<file path="src/rtl/pipe_arbiter_if.sv">
// pipe_arbiter_if: bundles the two request ports, the shared datapath operand/result
// signals and the response port of pipe_arbiter.
// Modports: slave = arbiter view (takes requests, drives datapath + responses),
//           master = environment view (requesters, datapath, consumers).
interface pipe_arbiter_if #(
  parameter int N = 10
);
  logic           req0_valid;
  logic           req0_ready;
  logic [4*N-1:0] req0_data;
  logic           req1_valid;
  logic           req1_ready;
  logic [4*N-1:0] req1_data;
  logic [N-1:0]   pipe_a;
  logic [N-1:0]   pipe_b;
  logic [N-1:0]   pipe_c;
  logic [N-1:0]   pipe_d;
  logic [N-1:0]   pipe_y;
  logic           rsp0_valid;
  logic           rsp1_valid;
  logic [N-1:0]   rsp_data;

  modport slave (
    input  req0_valid, req0_data, req1_valid, req1_data, pipe_y,
    output req0_ready, req1_ready, pipe_a, pipe_b, pipe_c, pipe_d,
           rsp0_valid, rsp1_valid, rsp_data
  );

  modport master (
    output req0_valid, req0_data, req1_valid, req1_data, pipe_y,
    input  req0_ready, req1_ready, pipe_a, pipe_b, pipe_c, pipe_d,
           rsp0_valid, rsp1_valid, rsp_data
  );
endinterface

</file>
<file path="src/rtl/pipe_arbiter.sv">
// pipe_arbiter: round-robin share of one fixed-latency 4-operand datapath between two
// requesters; result returned to its owner LAT+1 cycles after the handshake edge.
// Backpressure: req*_ready drops when a requester has MAX_OUT results in flight; responses
// cannot be stalled.
// Ports: clk, rst_n (async active-low), bus (pipe_arbiter_if.slave).
// Optional: define PIPE_ARB_STATS_EN to add grant_cnt0/grant_cnt1 (16-bit, wrapping).
module pipe_arbiter #(
  parameter int N       = 10,
  parameter int LAT     = 3,
  parameter int MAX_OUT = 4
) (
  input  logic                clk,
  input  logic                rst_n,
  pipe_arbiter_if.slave       bus
`ifdef PIPE_ARB_STATS_EN
  ,
  output logic [15:0]         grant_cnt0,
  output logic [15:0]         grant_cnt1
`endif
);
  localparam int CW = $clog2(MAX_OUT + 1);

  logic [CW-1:0] out_cnt0, out_cnt1;
  logic          rr_pref1;   // 1: requester 1 wins a tie next
  logic          elig0, elig1;
  logic          grant0, grant1;
  logic          hs0, hs1, hs_any;

  // Tag pipe: bit 0 is loaded on the handshake edge together with the operand
  // registers, so one entry beyond LAT covers the operand register stage and the
  // last entry lines up with the edge at which pipe_y carries the matching result.
  logic [LAT:0]  tag_vld;
  logic [LAT:0]  tag_id;

  always_comb begin
    elig0  = bus.req0_valid && (out_cnt0 < CW'(MAX_OUT));
    elig1  = bus.req1_valid && (out_cnt1 < CW'(MAX_OUT));
    grant0 = elig0 && (!elig1 || !rr_pref1);
    grant1 = elig1 && (!elig0 ||  rr_pref1);
  end

  // Ready is gated by reset so every output reads 0 while rst_n is low.
  assign bus.req0_ready = grant0 && rst_n;
  assign bus.req1_ready = grant1 && rst_n;
  assign hs0    = bus.req0_valid && bus.req0_ready;
  assign hs1    = bus.req1_valid && bus.req1_ready;
  assign hs_any = hs0 || hs1;

  always_ff @(posedge clk or negedge rst_n) begin
    if (!rst_n) begin
      bus.pipe_a     <= '0;
      bus.pipe_b     <= '0;
      bus.pipe_c     <= '0;
      bus.pipe_d     <= '0;
      bus.rsp0_valid <= 1'b0;
      bus.rsp1_valid <= 1'b0;
      bus.rsp_data   <= '0;
      tag_vld        <= '0;
      tag_id         <= '0;
      rr_pref1       <= 1'b0;
      out_cnt0       <= '0;
      out_cnt1       <= '0;
    end else begin
      if (hs_any) begin
        if (hs1) begin
          bus.pipe_a <= bus.req1_data[4*N-1:3*N];
          bus.pipe_b <= bus.req1_data[3*N-1:2*N];
          bus.pipe_c <= bus.req1_data[2*N-1:N];
          bus.pipe_d <= bus.req1_data[N-1:0];
        end else begin
          bus.pipe_a <= bus.req0_data[4*N-1:3*N];
          bus.pipe_b <= bus.req0_data[3*N-1:2*N];
          bus.pipe_c <= bus.req0_data[2*N-1:N];
          bus.pipe_d <= bus.req0_data[N-1:0];
        end
        rr_pref1 <= hs0;
      end

      // Datapath never stalls, so tags advance every cycle.
      tag_vld <= {tag_vld[LAT-1:0], hs_any};
      tag_id  <= {tag_id[LAT-1:0], hs1};

      bus.rsp0_valid <= tag_vld[LAT] && !tag_id[LAT];
      bus.rsp1_valid <= tag_vld[LAT] &&  tag_id[LAT];
      if (tag_vld[LAT]) begin
        bus.rsp_data <= bus.pipe_y;
      end

      // A result counts as outstanding until its response pulse has been seen.
      case ({hs0, bus.rsp0_valid})
        2'b10:   out_cnt0 <= out_cnt0 + CW'(1);
        2'b01:   out_cnt0 <= out_cnt0 - CW'(1);
        default: out_cnt0 <= out_cnt0;
      endcase
      case ({hs1, bus.rsp1_valid})
        2'b10:   out_cnt1 <= out_cnt1 + CW'(1);
        2'b01:   out_cnt1 <= out_cnt1 - CW'(1);
        default: out_cnt1 <= out_cnt1;
      endcase
    end
  end

`ifdef PIPE_ARB_STATS_EN
  always_ff @(posedge clk or negedge rst_n) begin
    if (!rst_n) begin
      grant_cnt0 <= '0;
      grant_cnt1 <= '0;
    end else begin
      if (hs0) grant_cnt0 <= grant_cnt0 + 16'd1;
      if (hs1) grant_cnt1 <= grant_cnt1 + 16'd1;
    end
  end
`endif

endmodule

</file>
<file path="src/flat_wrapper.sv">
// flat-port wrapper written by rule: the top's interface ports become plain ports
module pipe_arbiter_flat 
#(
  parameter int N       = 10,
  parameter int LAT     = 3,
  parameter int MAX_OUT = 4
)
  (clk, rst_n, bus_req0_valid, bus_req0_data, bus_req1_valid, bus_req1_data, bus_pipe_y, bus_req0_ready, bus_req1_ready, bus_pipe_a, bus_pipe_b, bus_pipe_c, bus_pipe_d, bus_rsp0_valid, bus_rsp1_valid, bus_rsp_data);
  pipe_arbiter_if #(.N(N)) bus_i ();
  input  logic clk;
  input  logic rst_n;
  input wire logic [$bits(bus_i.req0_valid)-1:0] bus_req0_valid;
  input wire logic [$bits(bus_i.req0_data)-1:0] bus_req0_data;
  input wire logic [$bits(bus_i.req1_valid)-1:0] bus_req1_valid;
  input wire logic [$bits(bus_i.req1_data)-1:0] bus_req1_data;
  input wire logic [$bits(bus_i.pipe_y)-1:0] bus_pipe_y;
  output wire logic [$bits(bus_i.req0_ready)-1:0] bus_req0_ready;
  output wire logic [$bits(bus_i.req1_ready)-1:0] bus_req1_ready;
  output wire logic [$bits(bus_i.pipe_a)-1:0] bus_pipe_a;
  output wire logic [$bits(bus_i.pipe_b)-1:0] bus_pipe_b;
  output wire logic [$bits(bus_i.pipe_c)-1:0] bus_pipe_c;
  output wire logic [$bits(bus_i.pipe_d)-1:0] bus_pipe_d;
  output wire logic [$bits(bus_i.rsp0_valid)-1:0] bus_rsp0_valid;
  output wire logic [$bits(bus_i.rsp1_valid)-1:0] bus_rsp1_valid;
  output wire logic [$bits(bus_i.rsp_data)-1:0] bus_rsp_data;
  assign bus_i.req0_valid = bus_req0_valid;
  assign bus_i.req0_data = bus_req0_data;
  assign bus_i.req1_valid = bus_req1_valid;
  assign bus_i.req1_data = bus_req1_data;
  assign bus_i.pipe_y = bus_pipe_y;
  assign bus_req0_ready = bus_i.req0_ready;
  assign bus_req1_ready = bus_i.req1_ready;
  assign bus_pipe_a = bus_i.pipe_a;
  assign bus_pipe_b = bus_i.pipe_b;
  assign bus_pipe_c = bus_i.pipe_c;
  assign bus_pipe_d = bus_i.pipe_d;
  assign bus_rsp0_valid = bus_i.rsp0_valid;
  assign bus_rsp1_valid = bus_i.rsp1_valid;
  assign bus_rsp_data = bus_i.rsp_data;
  pipe_arbiter #(.N(N), .LAT(LAT), .MAX_OUT(MAX_OUT)) u_core (.clk(clk), .rst_n(rst_n), .bus(bus_i));
endmodule
</file>
<file path="config.mk">
export PLATFORM = sky130hd
export DESIGN_NAME = pipe_arbiter_flat
export DESIGN_NICKNAME = d
export VERILOG_FILES = /design/src/rtl/pipe_arbiter_if.sv /design/src/rtl/pipe_arbiter.sv /design/src/flat_wrapper.sv
export SDC_FILE = /design/constraint.sdc
export NUM_CORES = 1
export LEC_CHECK = 0
export BUFFER_PORTS_ARGS = -buffer_cell sky130_fd_sc_hd__buf_2
export CORE_ASPECT_RATIO = 1.5
export CORE_MARGIN = 2
export CORE_UTILIZATION = 48
export DETAILED_ROUTE_END_ITERATION = 7
export PLACE_DENSITY_LB_ADDON = 0.2
export RECOVER_POWER = 100
export SKIP_LAST_GASP = 1
export SLEW_MARGIN = 20
export SYNTH_ARGS = -nofsm -noshare
export SYNTH_HDL_FRONTEND = slang
export SYNTH_SLANG_ARGS = --single-unit
</file>
<file path="constraint.sdc">
create_clock -name clk -period 2.8 [get_ports clk]
set_input_delay 0.7 -clock clk [delete_from_list [all_inputs] [get_ports clk]]
set_output_delay 0.7 -clock clk [all_outputs]
set_load 0.05 [all_outputs]
</file>
### Word level (Yosys, flattened, before mapping)

Index checks and enable logic that the tools add are counted.
Widths: inputs -> output; s select.

* add/sub/neg operators: 4
* multipliers: 0
* divide/modulo/power cells: 0
* magnitude comparators: 2
* equality and inequality tests: 4
* shifts and indexed selects: 0
* mux-type cells: 6
* bitwise logic cells: 0
* reductions and logical operators: 19

Operator list (count)
* $mux 10: 4
* $pmux 3 s2: 2
* $logic_and 1x1->1: 10
* $add 3x1->3 const B: 2
* $lt 3x3->1 const B: 2
* $sub 3x1->3 const B: 2
* $eq 2x1->1 const B: 2
* $eq 2x2->1 const B: 2
* $logic_not 1->1: 4
* $reduce_bool 2->1: 2
* $logic_or 1x1->1: 3

* register bits: 67
* latch bits: 0
* bits in writable memories: 0
* bits in read-only memories: 0
* bits of input ports: 94
* output and inout bits: 54
* memories: 0

### Depth between registers and ports, before layout

Gate-level depths: netlist (run 1).

* depth after elaboration: 9
* mapped depth: 9
* mapped depth without buffers: 8

### Worst setup path after synthesis (run 1)

No wires, ideal clock.

* kind: input to output
* start: input bus_req1_valid
* end: output bus_req1_ready
* arrival: 1.726 ns
* data required time: 2.100 ns
* path slack: 0.374 ns
* stages: 3
* path buffers: 1
* cells stage by stage: nand3b_1 clkbuf_1 nor2_1

* word-level cells in the longest chain between the ends: 3

Ends and longest elaborated chain
* start, declared: RTL line flat_wrapper.sv:14 `input wire logic [$bits(bus_i.req1_valid)-1:0] bus_req1_valid;`
* $logic_and 1x1->1: RTL line pipe_arbiter.sv:37 `elig1 = bus.req1_valid && (out_cnt1 < CW'(MAX_OUT));`
* $logic_and 1x1->1: RTL line pipe_arbiter.sv:39 `grant1 = elig1 && (!elig0 || rr_pref1);`
* $logic_and 1x1->1: RTL line pipe_arbiter.sv:44 `assign bus.req1_ready = grant1 && rst_n;`
* end, declared: RTL line flat_wrapper.sv:18 `output wire logic [$bits(bus_i.req1_ready)-1:0] bus_req1_ready;`

Every way passes these cells.

### Final worst setup path (run 1)

* start: input rst_n
* end: register u_core.bus.pipe_d[0]

* word-level cells in the longest chain between the ends: 3
* elaborated cells on any way between the ends: 6
* those cells by class: 1 x mux; 5 x reduce/logical

Ends and longest elaborated chain
* start, declared: RTL line flat_wrapper.sv:11 `input logic rst_n;`
* $logic_and 1x1->1, on equally long branches: RTL line pipe_arbiter.sv:44, pipe_arbiter.sv:43
* $logic_and 1x1->1, on equally long branches: RTL line pipe_arbiter.sv:46, pipe_arbiter.sv:45
* $mux 10 or $logic_or 1x1->1 (tied branches): RTL line pipe_arbiter.sv:65, pipe_arbiter.sv:47
* end signal, assigned: RTL line pipe_arbiter.sv:69 `bus.pipe_d <= bus.req1_data[N-1:0];`
* end signal, assigned: RTL line pipe_arbiter.sv:74 `bus.pipe_d <= bus.req0_data[N-1:0];`
* end, declared: RTL line pipe_arbiter_if.sv:25 `output req0_ready, req1_ready, pipe_a, pipe_b, pipe_c, pipe_d,`

Parallel ways exist; a longest one is shown, timed or not.
A chain may end at the register's enable or synchronous reset.

==> impl_metrics.yaml, run 1 <==
floorplan:
  core_area_sq_um: 7230
  die_x_um: 74.5
  die-area_sq_um: 8170
  rows: 38
  start_util_pct: 49.4
  die_h_um: 110
  num_io_pins: 148
timing:
  period_needed_ns: 2.45
  setup_violations: 0
  slew_headroom_pct: 24.5
  worst_pin_slew_ns: 1.13
  skew_ns: 0.00964
  finalWorstSetupSlack_ns: 0.350
  slew_violations: 0
  hold_violations: 0
  fmax_mhz: 408
  fin_tns_setup_ns: 0
  post-route-period-util_pct: 87.5
  rsz0062_at_grt: "no"
detailed_routing:
  drt_iter0_drc: 343
  via_per_inst: 6.10
  drtPass1Iterations: 5
  antenna_left: 0
  wl_per_cell_um: 18.5
  vias: 3329
  route.detailed.drc: 0
  drt-total-wl_mm: 10.1
setup_path:
  critPathKind: "input port to flip-flop"
  crit_path_end_kind: "flip-flop"
  cp_slowest_cell: "a21oi_1"
  worstSetupStartpointType: "input port"
  critical_path.cell_chain: "clkbuf_1, inv_2, buf_4, a21oi_1, buf_4, a2bb2oi_1"
  cp_slowest_stage_delay_ns: 0.88
  path_max_fanout: 41
  cp_common_cell: "buf_4"
  crit_required_ns: 3.06
  crit_family: "compound AO/OA/AOI/OAI gates"
  arrival_ns: 2.71
  cp_num_buf_inv: 4
power:
  p_sw_mw: 2.31
  p_clk_share_pct: 19.6
  pwr-share-comb_pct: 47.6
  power_frac_seq_pct: 32.7
  power.density_nw_per_um2: 1070
  p_int_mw: 2.53
  power.leakage_nw: 2.07
  switching_share_pct: 47.7
  irDropWorstVdd_mv: 0.808
place:
  dp_hpwl_mm: 6.61
  place.gp.congestion: 0.783
  post-place-cells: 530
  place_ws_ns: 0.449
  io_buffers: 147
synthesis:
  ys_ff_latch: 67
  ys_warn_count: 0
  synthDistinctLibCells: 29
  synthCells: 312
  synth.top_cell.area_share_pct: 46.9
  yosysTopAreaCell: "dfrtp_1"
  netlist_area_sq_um: 3570
  synth.avg_cell_area_sq_um: 11.5
  syn-num-nets: 410
  synth.area.top_cells: "dfrtp_1 (47%), and4b_1 (11%), a2bb2oi_1 (9.8%), a221oi_1 (8.6%), o21ai_0 (5.5%)"
  yosysSeqAreaShare_pct: 46.9
clock_tree:
  clkSlewWorstSetupHoldPaths_ns: 0.07
  post-cts-setup-buffers: 0
  htreeDepth: 3
  cts-resized-gates: 0
  cts_buffers: 9
  cts_tree: "built"
  clk_path_buf_depth: 2
  cts_num_sinks: 67
  clock_latency_ns: 0.34
  holdBufCountCts: 0
  cts-root-buf: "clkbuf_8"
global_routing:
  track_usage_pct: 25.5
  antenna_found_initial: 0
  grt_pass1_wl_mm: 15.9
  grt_pass1_vias: 3171
  grt_max_degree: 44
  grt_remaining_overflow: 0
min_path:
  min_path_type: "flip-flop to flip-flop"
finish:
  final_common_cell: "buf_2"
  nNetsFinal: 539
  num_antenna_cells: 0
  stdcell_count: 546
  area_delta_synth_final_pct: 26.2
  drive_gt1_share_pct: 31.8
  layout_common_cells: "buf_2 (93), dfrtp_1 (67), clkbuf_1 (55)"
run_status:
  status: "complete, no violations"
flow_run:
  cap_violations: 0
[flip-flops by register name (all words and copies together) (netlist names)]
register               cells
u_core.bus.pipe_a         10
u_core.bus.pipe_b         10
u_core.bus.pipe_c         10
u_core.bus.pipe_d         10
u_core.bus.rsp_data       10
u_core.tag_id              4
u_core.tag_vld             4
u_core.out_cnt0            3
u_core.out_cnt1            3
u_core.bus.rsp0_valid      1
u_core.bus.rsp1_valid      1
u_core.rr_pref1            1
[cells by family after synthesis]
| logic type | count (synthesis) | synth area share [%] |
|---|---|---|
| buffers and inverters | 48 | 6.20 |
| muxes | 12 | 3.78 |
| xor gates and xnor gates | 6 | 1.47 |
| DFF | 67 | 46.9 |
| and+or+nand+nor | 53 | 13.2 |
| adders and majority gates | 4 | 1.82 |
| AOI/OAI and AO/OA | 122 | 26.6 |
[layer usage]
metal,vias up,routed length [um],GRT usage (%)
met3,12,805,6.23
met1,1650,4050,34.6
met5,-,0,0
met4,0,130,9.18
met2,164,5090,39.4
li1,1503,-,-
[Yosys cell counts]
cell type,instances
and4b_1,40
clkbuf_1,28
xor2_1,1
mux2_2,12
nor3b_1,1
nor2b_1,1
buf_2,7
dfrtp_1,67
o21ai_0,39
buf_1,3
nand3b_1,1
ha_1,2
inv_2,1
nor2_1,4
inv_1,3
fa_1,2
and2_1,1
o21ai_1,1
buf_6,4
or3b_1,1
a311o_1,1
a221oi_1,35
nand2_1,2
nand2b_1,2
a221oi_2,5
a21oi_2,1
a2bb2oi_1,40
xnor2_1,5
clkbuf_2,2
[power by group through the flow]
stage               Clock (mW)  Combinational, mW  Sequential (mW)
detailed placement           0               2.44             1.58
CTS                      0.971               2.43             1.58
global placement             0               2.40             1.57
floorplan                    0              0.614             2.79
finish                   0.950               2.30             1.58
global route              1.01               2.43             1.63
[area by class of cell]
class | count | area [sq um]
Fill cell | 662 | 2720
Clock buffer | 13 | 169
Timing Repair Buffer | 162 | 786
Inverter | 4 | 15.0
Multi-Input combinational cell | 197 | 1670
Tap cell | 100 | 125
Sequential cell | 67 | 1680
Clock inverter | 3 | 68.8
[stage by stage]
step | area (sq um) | utilization (%) | hold slack, ns | power (mW)
after floorplan | 3570 | - | 0.331 | 3.40
final | 4510 | 62.4 | 0.349 | 4.84
after global placement | 4370 | 60.5 | 0.333 | 3.98
after detailed placement | 4370 | 60.5 | 0.335 | 4.02
after CTS | 4610 | 63.8 | 0.349 | 4.98
after global routing | 4510 | 62.4 | 0.362 | 5.07
[path summary, 6_finish.rpt]
path                               startpoint              endpoint  slack [ns]  cells past startpoint
hold reg to reg             u_core.tag_vld[2]     u_core.tag_vld[3]        0.35                      0
setup reg to reg           u_core.out_cnt0[2]  u_core.bus.pipe_d[0]        0.39                      5
min in group asynchronous               rst_n  u_core.bus.pipe_a[3]        0.65                      2
hold / removal              u_core.tag_vld[2]     u_core.tag_vld[3]        0.35                      0
max in group asynchronous               rst_n  u_core.bus.pipe_d[4]        1.23                      2
setup / recovery                        rst_n  u_core.bus.pipe_d[0]        0.35                      6
No activity file was read; power rests on OpenSTA's default activity.
==> inputs of run 2 (changes only) <==
--- a/config.mk
+++ b/config.mk
@@ -5,10 +5,11 @@
 export SDC_FILE = /design/constraint.sdc
 export NUM_CORES = 1
 export LEC_CHECK = 0
+export ABC_AREA = 1
 export BUFFER_PORTS_ARGS = -buffer_cell sky130_fd_sc_hd__buf_2
 export CORE_ASPECT_RATIO = 1.5
 export CORE_MARGIN = 2
-export CORE_UTILIZATION = 48
+export CORE_UTILIZATION = 46
 export DETAILED_ROUTE_END_ITERATION = 7
 export PLACE_DENSITY_LB_ADDON = 0.2
 export RECOVER_POWER = 100
==> run 2 against run 1 <==
  * Non-clock buffer count shrank 8
  * Worst setup slack gained 0.12 ns
  * Flip-flop and latch count is the same
  * Wire length shrank 26%
  * Critical path type is now input port to output pin
  * Highest routed layer unchanged
==> impl_metrics.yaml, run 2 <==
run_status:
  status: "complete, no violations"
synthesis:
  syn-num-nets: 493
  synth_compound_area_share_pct: 0.800
  synth.avg_cell_area_sq_um: 7.92
  synth_most_common_cell: "nand2_1"
  synth.top_cell.area_share_pct: 53.6
  synth_edf_count: 0
  synthAdderAreaFrac_pct: 2.08
  synthCells: 395
  synth_xor_area_share_pct: 1.12
  ys_warn_count: 0
  synth.area.top_cells: "dfrtp_1 (54%), nand2_1 (28%), nand3_1 (6.7%), buf_2 (1.4%), buf_6 (1.4%)"
  yosys.area_share.simple_pct: 35.9
  netlist_area_sq_um: 3130
  ys_ff_latch: 67
  yosysTopAreaCell: "dfrtp_1"
  synth_ff_type: "dfrtp_1"
  synthMuxAreaShare_pct: 0.720
  synthDistinctLibCells: 21
  synth.top_cells.by_count: "nand2_1 (232), dfrtp_1 (67), nand3_1 (42), buf_2 (9), inv_1 (6)"
  async_reset_ff_share_pct: 100
  synth_top_family_by_area: "simple AND/OR/NAND/NOR gates"
  yosysSeqAreaShare_pct: 53.6
flow_run:
  cap_violations: 0
finish:
  final_area_sq_um: 3970
  num_antenna_cells: 0
  nNetsFinal: 636
  final_common_cell: "nand2_1"
  utilization_pct: 60.8
  area_delta_synth_final_pct: 26.9
  drive_gt1_share_pct: 22.5
  n_fill_cell: 649
  seq_area_sq_um: 1680
  multiInputGateArea_sq_um: 1260
  layout_common_cells: "nand2_1 (234), buf_2 (93), dfrtp_1 (67)"
power:
  power.leakage_nw: 2.30
  irDropWorstVdd_mv: 0.597
  power.density_nw_per_um2: 1120
floorplan:
  num_io_pins: 148
  die_h_um: 105
  core_area_sq_um: 6530
  die_x_um: 71.3
  start_util_pct: 47.9
  rows: 36
  die-area_sq_um: 7490
timing:
  hold_violations: 0
  fin_tns_setup_ns: 0
  rsz0062_at_grt: "no"
  period_needed_ns: 2.33
  setup_violations: 0
  skew_ns: 0.0114
  worst_pin_slew_ns: 1.15
  post-route-period-util_pct: 83.2
  slew_headroom_pct: 23.3
  fmax_mhz: 429
  slew_violations: 0
detailed_routing:
  route.detailed.drc: 0
  drtPass1Iterations: 4
  drt_iter0_drc: 124
  antenna_left: 0
  drt-total-wl_mm: 7.45
  wl_per_cell_um: 12.0
  via_per_inst: 4.79
  vias: 2963
global_routing:
  track_usage_pct: 20.6
  grt_remaining_overflow: 0
  grt_max_degree: 50
  grt_pass1_wl_mm: 12.3
  antenna_found_initial: 0
  grt_pass1_vias: 2779
clock_tree:
  cts_tree: "built"
  cts-root-buf: "clkbuf_8"
  htreeDepth: 3
  post-cts-setup-buffers: 0
  clock_latency_ns: 0.33
  cts_num_sinks: 67
  holdBufCountCts: 0
  clkSlewWorstSetupHoldPaths_ns: 0.07
  clk_path_buf_depth: 2
  cts-resized-gates: 0
  cts_buffers: 9
place:
  place.gp.congestion: 0.804
  io_buffers: 147
  dp_hpwl_mm: 5.34
  placed_cell_area_sq_um: 3870
setup_path:
  crit_path_end_kind: "output pin"
  path_max_fanout: 4
  crit_required_ns: 2.10
  critPathKind: "input port to output pin"
  worstSetupStartpointType: "input port"
  arrival_ns: 1.63
min_path:
  min_path_type: "flip-flop to flip-flop"
run 2: final cells by class:
class / instances / share of cell area (%)
Clock inverter: 5 / 0.946
Multi-Input combinational cell: 295 / 31.7
Inverter: 11 / 1.04
Clock buffer: 11 / 3.81
Sequential cell: 67 / 42.2
Timing Repair Buffer: 154 / 17.9
Tap cell: 76 / 2.40
run 2: logic make-up (layout without fill, tap and decap cells):
logic type      after synthesis  count (layout)
compound gates                5               5
xor+xnor                      4               4
fa+ha+maj                     4               4
buf+inv                      33             181
flops                        67              67
mux                           2               2
simple gates                280             280
run 2: metrics by stage:
stage	std cells	hold slack, ns	power [mW]	setup slack [ns]
6_report	619	0.343	4.45	0.470
5_1_grt	619	0.363	4.71	0.316
4_1_cts	619	0.346	4.60	0.669
3_5_place_dp	603	0.337	3.85	0.556
3_3_place_gp	603	0.332	3.82	0.601
2_1_floorplan	395	0.331	3.28	0.566
run 2: worst paths after layout:
kind,from,endpoint,slack [ns],cells past startpoint
worst max-delay path,bus_req0_valid,bus_req0_ready,0.47,6
worst min-delay path,u_core.tag_vld[1],u_core.tag_vld[2],0.34,0
worst max register to register,u_core.out_cnt1[2],u_core.bus.pipe_d[9],0.73,9
worst min register to register,u_core.tag_vld[1],u_core.tag_vld[2],0.34,0
max in group asynchronous,rst_n,u_core.bus.pipe_a[9],1.26,2
min in group asynchronous,rst_n,u_core.out_cnt1[2],0.71,2
run 2: per-layer routing:
layer	track usage [%]	vias to the layer above	share of wire (%)
li1	-	1501	-
met1	24.5	1345	40
met2	35.6	108	52
met3	4.15	9	6.4
met4	8.63	0	1.6
met5	0	-	0
run 2: where the power goes:
part	switching [mW]	internal [mW]	total, mW
Sequential	0.220	1.35	1.57
Combinational	1.76	0.392	2.15
Clock	0.360	0.371	0.731
run 2: critical path: stages:
cell	delay [ns]
buf_2	0.10
inv_2	0.03
nor2_1	0.08
nand3_1	0.16
inv_1	0.10
clkbuf_1	0.46
==> inputs of run 3 (changes only) <==
--- a/config.mk
+++ b/config.mk
@@ -5,11 +5,11 @@
 export SDC_FILE = /design/constraint.sdc
 export NUM_CORES = 1
 export LEC_CHECK = 0
-export ABC_AREA = 1
+export ABC_AREA = 0
 export BUFFER_PORTS_ARGS = -buffer_cell sky130_fd_sc_hd__buf_2
 export CORE_ASPECT_RATIO = 1.5
 export CORE_MARGIN = 2
-export CORE_UTILIZATION = 46
+export CORE_UTILIZATION = 48
 export DETAILED_ROUTE_END_ITERATION = 7
 export PLACE_DENSITY_LB_ADDON = 0.2
 export RECOVER_POWER = 100
==> constraint.sdc (replaced) <==
create_clock -name clk -period 2.3 [get_ports clk]
set_input_delay 0.575 -clock clk [delete_from_list [all_inputs] [get_ports clk]]
set_output_delay 0.575 -clock clk [all_outputs]
set_load 0.05 [all_outputs]
==> run 3 against run 2 <==
  * Sequential power grew 22%
  * Combinational power grew 32%
  * Worst setup slack lost 0.38 ns
  * Design area grew 15%
  * Clock skew shrank 0.0056 ns
  * Hold slack lost 0.040 ns
  * First-iteration DRC count grew 130%
  * Global-route usage grew 2.9 points
  * Wire length grew 29%
  * Register-to-register slack lost 0.47 ns
  * Critical path depth shrank 1
  * Core utilization grew 2.3 points
  * Largest cell class unchanged
==> impl_metrics.yaml, run 3 (synthesis gave the netlist of run 1 again) <==
run_status:
  status: "complete, no violations"
timing:
  post-route-period-util_pct: 96.0
  slew_violations: 0
  hold_slack_ns: 0.304
  setup_violations: 0
  hold_violations: 0
  rsz0062_at_grt: "no"
  finalWorstSetupSlack_ns: 0.0913
  period_needed_ns: 2.21
  fin_tns_setup_ns: 0
  slew_headroom_pct: 32.8
  fmax_mhz: 453
  worst_pin_slew_ns: 1.01
  skew_ns: 0.00586
detailed_routing:
  via_per_inst: 5.85
  drt-total-wl_mm: 9.60
  drt_iter0_drc: 286
  antenna_left: 0
  vias: 3228
  route.detailed.drc: 0
  wl_per_cell_um: 17.4
  drtPass1Iterations: 6
finish:
  layout_common_cells: "buf_2 (92), dfrtp_1 (67), clkbuf_1 (54)"
  n_fill_cell: 662
  num_antenna_cells: 0
  drive_gt1_share_pct: 33.2
  final_common_cell: "buf_2"
  area_delta_synth_final_pct: 27.5
  final_area_sq_um: 4550
  utilization_pct: 63.0
  seq_area_sq_um: 1680
  nNetsFinal: 545
  multiInputGateArea_sq_um: 1680
  stdcell_count: 552
power:
  power_mw: 5.96
  power.density_nw_per_um2: 1310
  power.leakage_nw: 2.10
  irDropWorstVdd_mv: 0.961
setup_path:
  worstSetupStartpointType: "flip-flop"
  crit_required_ns: 1.73
  crit_family: "flip-flops"
  rr_worst_depth: 6
  critPathKind: "flip-flop to output pin"
  cp_slowest_stage_delay_ns: 0.41
  r2r_setup_slack_ns: 0.26
  critical_path.cell_chain: "nand2b_2, a311o_1, clkbuf_4, inv_1, buf_4"
  crit_path_end_kind: "output pin"
  regToRegEndpoint: "u_core.bus.pipe_a[2]"
  path_max_fanout: 3
  cp_slowest_cell: "dfrtp_1"
  r2r_start: "u_core.out_cnt1[2]"
  cp_num_buf_inv: 3
  arrival_ns: 1.63
clock_tree:
  cts_num_sinks: 67
  htreeDepth: 3
  cts_tree: "built"
  cts-root-buf: "clkbuf_8"
  holdBufCountCts: 0
  clock_latency_ns: 0.35
  cts_buffers: 9
  clkSlewWorstSetupHoldPaths_ns: 0.08
  clk_path_buf_depth: 2
global_routing:
  antenna_found_initial: 0
  grt_remaining_overflow: 0
  grt_pass1_vias: 2980
  track_usage_pct: 23.5
  grt_max_degree: 53
  grt_pass1_wl_mm: 14.6
floorplan:
  die_x_um: 74.5
  core_area_sq_um: 7230
  rows: 38
  start_util_pct: 49.4
  die-area_sq_um: 8170
  die_h_um: 110
  num_io_pins: 148
place:
  placed_cell_area_sq_um: 4400
  io_buffers: 147
  place.gp.congestion: 0.790
  dp_hpwl_mm: 6.33
  place_ws_ns: 0.0929
  post-place-cells: 534
flow_run:
  cap_violations: 0
min_path:
  min_path_type: "input port to asynchronous set/reset pin"
[run 3: changes by cell type in the layout (fill, tap and decap cells not counted), sizes merged, moves of 10 or more]
cell / previous run / this run
buf: 96 / 106
o21ai: 3 / 40
nand2: 234 / 2
a2bb2oi: 0 / 40
mux2: 2 / 12
nand3: 43 / 0
a221oi: 0 / 40
and4b: 0 / 40
[run 3: layout make-up]
type | instances | share of cell area (%)
flip-flops and latches | 67 | 36.8
multi-input cells | 197 | 36.8
repair buffers | 168 | 17.9
well taps | 100 | 2.75
clock buffers | 9 | 2.72
clock inverters | 7 | 2.66
inverters | 4 | 0.330
[run 3: how the worst max path moves through the flow]
stage | from | cells after the start | end | slack (ns)
after floorplan | bus_req0_valid | 7 | u_core.out_cnt1[1] | 0.05
after detailed placement | rst_n | 8 | u_core.out_cnt0[2] | 0.09
final | u_core.out_cnt0[2] | 5 | bus_req0_ready | 0.09
after CTS | u_core.out_cnt0[2] | 5 | bus_req0_ready | 0.03
after global placement | rst_n | 8 | u_core.out_cnt0[2] | 0.17
after global routing | u_core.out_cnt0[2] | 5 | bus_req0_ready | 0.009
[run 3: layer usage]
| metal | vias to the layer above | GRT usage [%] | part of all wire, % |
|---|---|---|---|
| met3 | 7 | 5.32 | 5.8 |
| met1 | 1592 | 31.3 | 42 |
| met5 | - | 0 | 0 |
| met4 | 0 | 9.44 | 0.95 |
| met2 | 110 | 36.8 | 51 |
| li1 | 1519 | - | - |
[run 3: where the power goes]
group	total (mW)	switching [mW]	internal, mW
logic	2.83	2.07	0.759
clock network	1.22	0.488	0.729
registers	1.92	0.277	1.64
total	5.96	2.83	3.13
[run 3: what timing repair did]
| action | in CTS | in global routing |
|---|---|---|
| setup buffers | 0 | 2 |
| endpoints found under the setup margin | 1 | 1 |
| resized for setup | 1 | 0 |
| cloned | 0 | 0 |
